<file path="config.mk">
export PLATFORM = sky130hd
export DESIGN_NAME = uart_byte_tx
export DESIGN_NICKNAME = d
export VERILOG_FILES = /design/src/rtl/uart_pkg.sv /design/src/rtl/uart_bit_timer.sv /design/src/rtl/uart_byte_tx.sv
export SDC_FILE = /design/constraint.sdc
export NUM_CORES = 1
export LEC_CHECK = 0
export ABC_AREA = 0
export CAP_MARGIN = 20
export CORE_UTILIZATION = 60
export CTS_BUF_LIST = sky130_fd_sc_hd__clkbuf_16
export CTS_CLUSTER_DIAMETER = 40
export CTS_CLUSTER_SIZE = 40
export DETAILED_ROUTE_END_ITERATION = 7
export HOLD_SLACK_MARGIN = 0.03
export PLACE_DENSITY_LB_ADDON = 0.3
export SLEW_MARGIN = 20
export SYNTH_ARGS = -nofsm -noshare
export SYNTH_HDL_FRONTEND = slang
export SYNTH_SLANG_ARGS = --single-unit
</file>
<file path="constraint.sdc">
create_clock -name clk -period 4.86 [get_ports clk]
set_input_delay 1.215 -clock clk [delete_from_list [all_inputs] [get_ports clk]]
set_output_delay 1.215 -clock clk [all_outputs]
set_load 0.005 [all_outputs]
</file>
<file path="src/rtl/uart_pkg.sv">
// Shared UART definitions for the transmitter and the future receiver.
//   uart_state_t : frame-level state of a serial byte engine
//   DATA_BITS    : payload bits per frame
//   LINE_IDLE    : level of the serial line between frames
package uart_pkg;

  typedef enum logic [1:0] {
    IDLE  = 2'd0,
    START = 2'd1,
    DATA  = 2'd2,
    STOP  = 2'd3
  } uart_state_t;

  localparam int   DATA_BITS = 8;
  localparam logic LINE_IDLE = 1'b1;

endpackage

</file>
<file path="src/rtl/uart_bit_timer.sv">
// Baud-interval timer: counts 0..CLKS_PER_BIT-1 and wraps.
//   clk      : system clock
//   rst      : synchronous active-high reset, counter to 0
//   restart  : reload the counter to 0 on the next edge (state entry)
//   bit_done : high on the terminal count of the current bit period
module uart_bit_timer #(
  parameter int CLKS_PER_BIT = 434
) (
  input  logic clk,
  input  logic rst,
  input  logic restart,
  output logic bit_done
);

  localparam int CNT_W = (CLKS_PER_BIT > 1) ? $clog2(CLKS_PER_BIT) : 1;
  localparam logic [CNT_W-1:0] LAST = CNT_W'(CLKS_PER_BIT - 1);

  logic [CNT_W-1:0] cnt_q;
  logic [CNT_W-1:0] cnt_d;

  always_comb begin
    cnt_d = cnt_q + 1'b1;
    if (restart || (cnt_q == LAST)) begin
      cnt_d = '0;
    end
  end

  always_ff @(posedge clk) begin
    if (rst) begin
      cnt_q <= '0;
    end else begin
      cnt_q <= cnt_d;
    end
  end

  assign bit_done = (cnt_q == LAST);

endmodule

</file>
<file path="src/rtl/uart_byte_tx.sv">
// UART byte transmitter (8 data bits, LSB first, 1 or 2 stop bits).
// Bytes enter a one-entry holding register over valid/ready and are
// serialised on txd at CLKS_PER_BIT clocks per bit.
//   clk      : system clock
//   rst      : synchronous active-high reset, aborts any frame
//   tx_data  : byte to send, taken when tx_valid && tx_ready
//   tx_valid : tx_data is valid
//   tx_ready : holding register empty (forced low during reset)
//   tx_busy  : a frame (start/data/stop) is on the line
//   txd      : serial line, idle high
module uart_byte_tx
  import uart_pkg::*;
#(
  parameter int CLKS_PER_BIT = 434,
  parameter int STOP_BITS    = 1
) (
  input  logic                 clk,
  input  logic                 rst,
  input  logic [DATA_BITS-1:0] tx_data,
  input  logic                 tx_valid,
  output logic                 tx_ready,
  output logic                 tx_busy,
  output logic                 txd
);

  localparam int IDX_W = $clog2(DATA_BITS);
  localparam logic [IDX_W-1:0] LAST_BIT  = IDX_W'(DATA_BITS - 1);
  localparam logic             STOP_LAST = 1'(STOP_BITS - 1);

  uart_state_t          state_q, state_d;
  logic [DATA_BITS-1:0] hold_q, hold_d;
  logic                 hold_full_q, hold_full_d;
  logic [DATA_BITS-1:0] shift_q, shift_d;
  logic [IDX_W-1:0]     bit_idx_q, bit_idx_d;
  logic                 stop_cnt_q, stop_cnt_d;
  logic                 accept;
  logic                 load;
  logic                 bit_done;
  logic                 restart;

  assign tx_ready = !hold_full_q && !rst;
  assign accept   = tx_valid && tx_ready;
  assign tx_busy  = (state_q != IDLE);

  // Every state change is a state entry, so the bit period restarts there.
  assign restart = (state_d != state_q);

  uart_bit_timer #(
    .CLKS_PER_BIT(CLKS_PER_BIT)
  ) u_bit_timer (
    .clk     (clk),
    .rst     (rst),
    .restart (restart),
    .bit_done(bit_done)
  );

  always_comb begin
    state_d     = state_q;
    hold_d      = hold_q;
    hold_full_d = hold_full_q;
    shift_d     = shift_q;
    bit_idx_d   = bit_idx_q;
    stop_cnt_d  = stop_cnt_q;
    load        = 1'b0;
    txd         = LINE_IDLE;

    unique case (state_q)
      IDLE: begin
        if (hold_full_q) begin
          load    = 1'b1;
          state_d = START;
        end
      end
      START: begin
        txd = 1'b0;
        if (bit_done) begin
          state_d   = DATA;
          bit_idx_d = '0;
        end
      end
      DATA: begin
        txd = shift_q[0];
        if (bit_done) begin
          shift_d = {1'b0, shift_q[DATA_BITS-1:1]};
          if (bit_idx_q == LAST_BIT) begin
            state_d    = STOP;
            stop_cnt_d = 1'b0;
          end else begin
            bit_idx_d = bit_idx_q + 1'b1;
          end
        end
      end
      STOP: begin
        txd = LINE_IDLE;
        if (bit_done) begin
          if (stop_cnt_q == STOP_LAST) begin
            // Chain straight into the next start bit when a byte is waiting.
            if (hold_full_q) begin
              load    = 1'b1;
              state_d = START;
            end else begin
              state_d = IDLE;
            end
          end else begin
            stop_cnt_d = stop_cnt_q + 1'b1;
          end
        end
      end
      default: state_d = IDLE;
    endcase

    if (load) begin
      shift_d     = hold_q;
      hold_full_d = 1'b0;
    end
    // A new byte wins over the load-clear so nothing is dropped.
    if (accept) begin
      hold_d      = tx_data;
      hold_full_d = 1'b1;
    end
  end

  always_ff @(posedge clk) begin
    if (rst) begin
      state_q     <= IDLE;
      hold_full_q <= 1'b0;
      bit_idx_q   <= '0;
      stop_cnt_q  <= 1'b0;
    end else begin
      state_q     <= state_d;
      hold_full_q <= hold_full_d;
      bit_idx_q   <= bit_idx_d;
      stop_cnt_q  <= stop_cnt_d;
    end
  end

  // Payload registers are qualified by hold_full_q / state_q, so no reset.
  always_ff @(posedge clk) begin
    hold_q  <= hold_d;
    shift_q <= shift_d;
  end

endmodule

</file>
==> results.cfg <==
[logic_synthesis]
ys_seq_elements = 31
avgSynthCellArea_um2 = 11.7
yosysWarnings = 0
synthArstFlopShare_pct = 0
yosysTopAreaCell = edfxtp_1
synth_enable_flop_cells = 16
synth_cells = 126
synth_flop_cell = edfxtp_1
synth_nets = 146
synth.most_common_cell = edfxtp_1
synth_commonest_cells = edfxtp_1, dfxtp_1, nor2_1
syn_area_um2 = 1470
synth_area_leaders = edfxtp_1, dfxtp_1, ha_1, mux2_2, nor2_1
seq_area_frac_synth_pct = 53.2
synth_cell_types = 35
netlist.area_leader.share_pct = 32.7

[sta]
tightest_slew_ns = 0.666
max_slew_margin_pct = 55.5
slew_violations = 0
fin_crit_sh_pct = 77.7
clock_skew_ns = 0.00439
setup_violations = 0
rsz0062_at_grt = no
fin_crit_ns = 3.78
fmax_mhz = 265
tns_ns = 0
finalHoldViolCount = 0

[setup_path]
crit_path_start = rst
worstSetupEndpointType = output pin
cp.arrival_ns = 2.56
critPathBufInv = 2
r2r_setup_slack_ns = 2.50
critPathKind = input port to output pin
worstReg2RegStart = state_q[0]
r2r_end = u_bit_timer.cnt_q[8]
critical-path-max-stage-delay_ns = 0.60
cp_slowest_cell = clkdlybuf4s50_1
startpoint_type = input port
cp_common_cell = clkdlybuf4s50_1
cp_cell_sequence = clkdlybuf4s50_1 > nor2_1 > clkdlybuf4s50_1
crit_fanout = 9
reg2reg_depth = 6
cp_top_family = buffers and inverters
required_ns = 3.64

[worst_hold_path]
min_to = u_bit_timer.cnt_q[0]
holdCritPathClass = flop to flop
hp-start = u_bit_timer.cnt_q[0]
min_path_cells = 1

[clock_tree]
cts.htree.levels = 2
clk_transition_reported_paths_ns = 0.05
clock_latency_ns = 0.27
cts.path.max_buffers = 2
cts_tree = built
cts_sinks = 31
cts_resized = 0
cts_setup_buffers = 0
numCtsBuffers = 5
cts_hold_buffers = 0
root_buffer = clkbuf_16

[placed_design]
numPortBuffers = 13
dp_hpwl_mm = 1.81
gp_congestion = 0.801
placed_area_um2 = 1620

[detailed_routing]
final_antenna_net_count = 0
vias = 1049
viasPerCell = 6.10
firstDrtPassIters = 4
wl_per_cell_um = 15.7
drt_first_iter_violations = 31
drc = 0
totalWireLength_mm = 2.70

[layout]
drive_gt1_share_pct = 16.0
finish.instance_area_um2 = 1760
area_growth_pct = 20.1
diodes = 0
nNetsFinal = 163
utilization_pct = 78.2

[pwr]
p_total_w = 0.000664
ir_worst_vdd_uv = 423
p_leak_nw = 0.637
p_per_area_nw_per_um2 = 377

[status]
status = complete, no violations

[global_route]
antenna_found_initial = 0
grt_pass1_vias = 1013
grt_max_degree = 13
grt_usage_pct = 24.0
grt_pass1_wl_mm = 4.46
grt_overflow = 0

[die]
start_util_pct = 65.1
num_rows = 17
core_area_um2 = 2250
ios = 14
die_w_um = 51.5
fp.dieH_um = 51.5
dieArea_um2 = 2650

[flow_run]
maxCapViolCount = 0
power by group:
part           total (W)  switching, W  internal [W]
Clock           0.000287      0.000101      0.000186
Combinational  0.0000719     0.0000355     0.0000364
Sequential      0.000305    0.00000952      0.000296
how the worst max path moves through the flow:
stage	to	slack, ns	depth (start not counted)
floorplan	tx_ready	2.12	2
global placement	tx_ready	1.17	3
detailed placement	tx_ready	1.12	3
CTS	tx_ready	1.10	3
global route	tx_ready	1.03	3
finish	tx_ready	1.08	3
kinds of logic (layout without fill, tap and decap cells):
group	count (synthesis)	in the layout	synth area share (%)
xor gates and xnor gates	7	7	4.17
buffers and inverters	8	26	2.04
DFF	31	31	53.2
and+or+nand+nor	44	44	17.7
muxes	8	8	6.13
AOI/OAI and AO/OA	19	19	9.11
adders and majority gates	9	9	7.67
placed cells by master (no fill, tap or decap), types with 2 or more instances in the layout:
master           count
edfxtp_1            16
nor2_1              15
dfxtp_1             15
clkdlybuf4s50_1     13
ha_1                 9
mux2_2               8
nand2_1              7
inv_1                6
o21ai_0              5
clkbuf_16            5
nand3_1              4
xnor2_1              4
and2_1               3
a31oi_1              3
a21oi_1              3
xor2_1               3
and2_2               2
nor3_1               2
nand4b_1             2
routing by layer:
layer	up-vias	global-route usage [%]	share of wire, %
met5	-	0	0
met4	0	13.5	2.4
met3	10	7.44	6.0
met2	44	37.7	51
met1	508	29.1	40
li1	487	-	-
sequential cells by signal, summed over array words and instances (netlist names):
register,flops
bit_idx_q,3
hold_full_q,1
hold_q,8
shift_q,8
state_q,2
u_bit_timer.cnt_q,9
cell type report:
cell class	instances	area [um^2]
clock inverters	3	16.3
fillers	142	490
repair buffers	13	130
flip-flops and latches	31	781
inverters	5	18.8
well taps	28	35.0
multi-input cells	87	658
clock buffers	5	125
metrics by stage:
| step | setup WS [ns] | std cells | hold WS [ns] |
|---|---|---|---|
| global placement | 1.17 | 164 | 0.444 |
| finish | 1.08 | 172 | 0.482 |
| floorplan | 2.12 | 126 | 0.430 |
| global route | 1.03 | 172 | 0.508 |
| CTS | 1.10 | 172 | 0.489 |
| detailed placement | 1.12 | 164 | 0.454 |
Power figures use the tool's default switching activity.
